--- src/rtl/serial_adder_seq_if.sv ---
// Operand/result bundle for serial_adder_seq. SERIAL_SUB_EN adds the sub/ovf signals.
interface serial_adder_seq_if #(
    parameter int N = 8
);
    logic         start;
    logic [N-1:0] a;
    logic [N-1:0] b;
    logic         cin;
    logic         busy;
    logic         done;
    logic [N-1:0] sum;
    logic         cout;
`ifdef SERIAL_SUB_EN
    logic         sub;
    logic         ovf;
`endif

    modport master (
        output start, a, b, cin,
`ifdef SERIAL_SUB_EN
        output sub,
        input  ovf,
`endif
        input  busy, done, sum, cout
    );

    modport slave (
        input  start, a, b, cin,
`ifdef SERIAL_SUB_EN
        input  sub,
        output ovf,
`endif
        output busy, done, sum, cout
    );
endinterface

--- src/rtl/serial_adder_seq.sv ---
// Bit-serial N-bit adder: one full-adder cell reused LSB first over N cycles.
// Define SERIAL_SUB_EN to add subtraction (sub input) and signed overflow (ovf output).
module serial_adder_seq #(
    parameter int N = 8
) (
    input  logic             clk,
    input  logic             reset,
    serial_adder_seq_if.slave bus
);
    localparam int CW = (N > 1) ? $clog2(N) : 1;

    typedef enum logic [1:0] {IDLE, SHIFT, FIN} state_t;

    state_t         state;
    state_t         state_next;
    logic           load;
    logic           step;
    logic           fin;
    logic           last;

    logic [N-1:0]   a_reg;
    logic [N-1:0]   b_reg;
    logic [N-1:0]   res_reg;
    logic           carry;
    logic [CW-1:0]  cnt;
    logic [N-1:0]   sum_reg;
    logic           cout_reg;
    logic           done_reg;
    logic           s_bit;
    logic           c_next;
    logic           b_in_msk;
    logic           cin_eff;

`ifdef SERIAL_SUB_EN
    logic           c_msb;
    logic           ovf_reg;
    assign b_in_msk = bus.sub;
    assign cin_eff  = bus.sub ? 1'b1 : bus.cin;
    assign bus.ovf  = ovf_reg;
`else
    assign b_in_msk = 1'b0;
    assign cin_eff  = bus.cin;
`endif

    assign s_bit  = a_reg[0] ^ b_reg[0] ^ carry;
    assign c_next = (a_reg[0] & b_reg[0]) | (a_reg[0] & carry) | (b_reg[0] & carry);
    assign last   = (cnt == CW'(N - 1));

    always_ff @(posedge clk) begin
        if (reset) state <= IDLE;
        else       state <= state_next;
    end

    always_comb begin
        state_next = state;
        case (state)
            IDLE:    if (bus.start) state_next = SHIFT;
            SHIFT:   if (last)      state_next = FIN;
            FIN:                    state_next = IDLE;
            default:                state_next = IDLE;
        endcase
    end

    always_comb begin
        load = (state == IDLE) && bus.start;
        step = (state == SHIFT);
        fin  = (state == FIN);
    end

    // Results are registered out of FIN so done, sum and cout change on the same edge.
    always_ff @(posedge clk) begin
        if (reset) begin
            a_reg    <= '0;
            b_reg    <= '0;
            res_reg  <= '0;
            carry    <= 1'b0;
            cnt      <= '0;
            sum_reg  <= '0;
            cout_reg <= 1'b0;
            done_reg <= 1'b0;
`ifdef SERIAL_SUB_EN
            c_msb    <= 1'b0;
            ovf_reg  <= 1'b0;
`endif
        end else begin
            done_reg <= fin;
            if (load) begin
                a_reg <= bus.a;
                b_reg <= b_in_msk ? ~bus.b : bus.b;
                carry <= cin_eff;
                cnt   <= '0;
            end else if (step) begin
                res_reg <= {s_bit, res_reg[N-1:1]};
                a_reg   <= a_reg >> 1;
                b_reg   <= b_reg >> 1;
                carry   <= c_next;
                cnt     <= cnt + CW'(1);
`ifdef SERIAL_SUB_EN
                if (last) c_msb <= carry;
`endif
            end
            if (fin) begin
                sum_reg  <= res_reg;
                cout_reg <= carry;
`ifdef SERIAL_SUB_EN
                ovf_reg  <= c_msb ^ carry;
`endif
            end
        end
    end

    assign bus.busy = step;
    assign bus.done = done_reg;
    assign bus.sum  = sum_reg;
    assign bus.cout = cout_reg;
endmodule
--- src/flat_wrapper.sv ---
// flat-port wrapper written by rule: the top's interface ports become plain ports
module serial_adder_seq_flat 
#(
    parameter int N = 8
)
  (clk, reset, bus_start, bus_a, bus_b, bus_cin, bus_busy, bus_done, bus_sum, bus_cout);
  serial_adder_seq_if #(.N(N)) bus_i ();
  input  logic clk;
  input  logic reset;
  input wire logic [$bits(bus_i.start)-1:0] bus_start;
  input wire logic [$bits(bus_i.a)-1:0] bus_a;
  input wire logic [$bits(bus_i.b)-1:0] bus_b;
  input wire logic [$bits(bus_i.cin)-1:0] bus_cin;
  output wire logic [$bits(bus_i.busy)-1:0] bus_busy;
  output wire logic [$bits(bus_i.done)-1:0] bus_done;
  output wire logic [$bits(bus_i.sum)-1:0] bus_sum;
  output wire logic [$bits(bus_i.cout)-1:0] bus_cout;
  assign bus_i.start = bus_start;
  assign bus_i.a = bus_a;
  assign bus_i.b = bus_b;
  assign bus_i.cin = bus_cin;
  assign bus_busy = bus_i.busy;
  assign bus_done = bus_i.done;
  assign bus_sum = bus_i.sum;
  assign bus_cout = bus_i.cout;
  serial_adder_seq #(.N(N)) u_core (.clk(clk), .reset(reset), .bus(bus_i));
endmodule
--- config.mk ---
export PLATFORM = sky130hd
export DESIGN_NAME = serial_adder_seq_flat
export DESIGN_NICKNAME = d
export VERILOG_FILES = /design/src/rtl/serial_adder_seq_if.sv /design/src/rtl/serial_adder_seq.sv /design/src/flat_wrapper.sv
export SDC_FILE = /design/constraint.sdc
export NUM_CORES = 1
export LEC_CHECK = 0
export BUFFER_PORTS_ARGS = -buffer_cell sky130_fd_sc_hd__clkbuf_2
export CAP_MARGIN = 20
export CORE_AREA = 2 2 59 61
export CTS_BUF_LIST = sky130_fd_sc_hd__clkbuf_2 sky130_fd_sc_hd__clkbuf_4 sky130_fd_sc_hd__clkbuf_8
export CTS_CLUSTER_DIAMETER = 80
export DETAILED_ROUTE_END_ITERATION = 8
export DIE_AREA = 0 0 61 63
export PLACE_DENSITY = 0.75
export SYNTH_ARGS = -nofsm -noshare
export SYNTH_HDL_FRONTEND = slang
export SYNTH_SLANG_ARGS = --single-unit
--- constraint.sdc ---
create_clock -name clk -period 1.4 [get_ports clk]
set_clock_uncertainty 0.1 [all_clocks]
set_input_delay 0.28 -clock clk [delete_from_list [all_inputs] [get_ports clk]]
set_output_delay 0.28 -clock clk [all_outputs]
set_load 0.01 [all_outputs]
==> parameters.txt <==
Parameter                              Value

Critical path
  Arrival time of the worst setup path ... 1.01 ns
  Worst endpoint required time ... 1.02 ns
  List of cells traversed by the critical path ... nand2b_4 > inv_4 > buf_6
  Max incr delay on CP ... 0.36 ns
  Maximum fanout along the worst path ... 2
  Cell class contributing the biggest share of worst-path delay ... flip-flops
  Critical path launch point ... u_core.state[1]
  WS Path Type ... flip-flop to output port
  WP buf/inv ... 2
  Critical Path Sink Type ... output port
  Launch point of the worst reg-to-reg path ... u_core.state[1]
  Element type at the critical path start ... flip-flop
  Worst-path cell with the longest stage delay ... dfxtp_4

Routing
  Post-route DRC ... 0
  Drt wl/cell ... 11.0 um
  Drt initial violations ... 59
  Vias ... 1350
  Pre-antenna DRT Iters ... 4
  Via count normalized by instance count ... 4.95
  DRT antenna net count ... 0
  Detailed Route WL ... 2.99 mm

GRT
  Global-route wire length before repair ... 5.40 mm
  Gr ovfl total ... 0
  Global router's overall resource usage ... 0.186
  Maximum number of pins on one net before global-route repair ... 23
  Number of global-route vias before repair ... 1268
  Antenna violations before repair ... 0

Floorplan
  Core box area ... 3230 sq um
  Die Y ... 63 um
  Chip width ... 61 um
  Area of the die ... 3840 sq um
  Num rows ... 21
  Number of ports placed on the die boundary ... 31
  Starting density of the core ... 0.480

Pwr
  Power share of the clock group ... 0.274
  Fraction of power spent switching nets ... 0.254
  Net switching power figure ... 513 uW
  VDD IR max ... 614 uV
  Combinational group share of total power ... 0.122
  Reg power frac ... 0.604
  P_int ... 1.51 mW
  Power per cell area ... 1060 nW/um^2
  Static leakage ... 0.811 nW

Timing
  Count of final hold-check violations ... 0
  Worst Tran Pin Value ... 0.490 ns
  Worst relative slew slack ... 0.673
  WHS ... 0.0853 ns
  Highest clock rate ... 0.720 GHz
  Final worst-path cycle share ... 0.992
  Crit path time final ... 1.39 ns
  Final setup viols ... 0
  Setup ws final ... 0.0112 ns
  Max Transition Viols Final ... 0
  Setup repair after global routing missed its margin ... true

Clocking
  Max H-tree Level ... 2
  CTS Sinks ... 40
  Clock root cell ... clkbuf_4
  Post-cts hold buffer count ... 0
  Clock Tree Buf Depth ... 2
  Number of buffers created by CTS ... 5
  CTS tree ... yes
  Clock latency at the later pin of the worst-skew pair ... 0.35 ns
  Clk slew on worst S/H paths ... 0.11 ns

Place
  Worst slack at placement ... 0.0372 ns
  Count of input and output buffers ... 30
  HPWL after DPL ... 1.96 mm
  RD Place Congestion ... 0.764

Synth
  Post-synth EDFFs ... 0
  Post-synthesis sequential area ratio ... 0.516
  Register bit total from synthesis ... 40
  Cell type with the highest aggregate area in the netlist ... dfxtp_1
  Cell count after synthesis ... 191
  Net count of the mapped netlist ... 214
  Synthesis warning total ... 0
  Distinct cell type count of the synthesized netlist ... 26
  Async set-or-reset flop fraction in the synthesized netlist ... 0
  Top area cells in the synthesized netlist ... dfxtp_1 (52%), nor2_1 (12%), nand2_1 (8.2%), nor4_1 (6.0%), a21oi_1 (5.8%)
  Netlist area before placement ... 1550 sq um
  Area share of the largest cell type after synthesis ... 0.516
  Most used flip-flop cell after synthesis ... dfxtp_1
  Post-synthesis average cell area ... 8.12 sq um

Hold path
  Hold Crit Start ... bus_b[4]
  Type of the most critical hold path ... input pin to flip-flop

Layout
  Final #Nets ... 250
  Fraction of final layout cells sized beyond drive strength 1 ... 0.282
  Area Overhead vs Synth ... 23.5%
  Ant diodes ... 0

Run
  Number of violations of the max-capacitance limit ... 0

Status
  Result of the run ... finished, final reports clean
cells in the mapped netlist (2+ instances only):
library cell / number
ha_1: 2
nand2b_1: 2
dfxtp_1: 40
buf_6: 2
nor4_1: 15
clkbuf_1: 6
a21oi_1: 18
a22oi_1: 2
nand2_1: 34
nor2_1: 50
buf_2: 4
a211oi_1: 2
timing repair:
item / 4_1_cts / 5_1_grt
endpoints found under the setup margin: 2 / 17
resized for setup: 5 / 14
buffers inserted: 3 / 0
layout make-up:
| cell class | instances | area (sq um) |
|---|---|---|
| timing repair buffer | 43 | 287 |
| clock inverter | 1 | 5.00 |
| inverter | 2 | 10.0 |
| clock buffer | 6 | 45.0 |
| sequential | 40 | 806 |
| fill | 309 | 1320 |
| tap | 46 | 57.6 |
| multi-input combinational | 135 | 707 |
layout by cell type (no fill, tap or decap), types with 3 or more instances in the layout:
cell type   n
nor2_1     44
dfxtp_1    38
nand2_1    34
clkbuf_2   29
a21oi_1    18
nor4_1     15
buf_4       9
clkbuf_4    6
nor2_2      5
buf_6       3
path summary, 6_finish.rpt:
check | depth (start not counted) | slack [ns] | endpoint
setup reg to reg | 5 | 0.01 | u_core.b_reg[0]
setup / recovery | 3 | 0.01 | bus_busy
hold / removal | 3 | 0.09 | u_core.b_reg[4]
hold reg to reg | 2 | 0.36 | u_core.bus.sum[0]
power groups by stage:
stage	combinational, mW	clock [mW]	sequential (mW)
after floorplan	0.151	0	1.24
after global placement	0.216	0	1.25
after detailed placement	0.217	0	1.25
after CTS	0.227	0.575	1.22
after global routing	0.280	0.634	1.23
final	0.246	0.554	1.22
cells by family (layout without fill, tap and decap cells):
kind of cell,after synthesis,count (layout),share of synthesized area
simple gates,106,106,0.298
compound gates,26,26,0.102
flops,40,40,0.516
fa+ha+maj,3,3,0.0290
buf+inv,16,52,0.0548
layer usage:
metal / GRT usage / wire length, um / vias to the layer above
met5: 0 / 0 / -
met4: 0.0897 / 61 / 0
met3: 0.0642 / 130 / 6
met2: 0.285 / 1380 / 25
met1: 0.226 / 1420 / 617
li1: - / - / 702
tightest hold or removal path, cell delays in order:
cell,delay (ns)
clkbuf_2,0.08
nor2_1,0.09
nor4_1,0.05
per-stage QoR:
stage | total power, mW | instance area, sq um | util | TNS, ns | cells
2_1_floorplan | 1.39 | 1550 | - | 0 | 191
4_1_cts | 2.02 | 1870 | 0.578 | -0.0346 | 273
6_report | 2.02 | 1920 | 0.593 | 0 | 273
3_3_place_gp | 1.46 | 1770 | 0.547 | 0 | 263
3_5_place_dp | 1.47 | 1770 | 0.547 | 0 | 263
5_1_grt | 2.14 | 1920 | 0.593 | -0.674 | 273
Power figures use the tool's default switching activity.
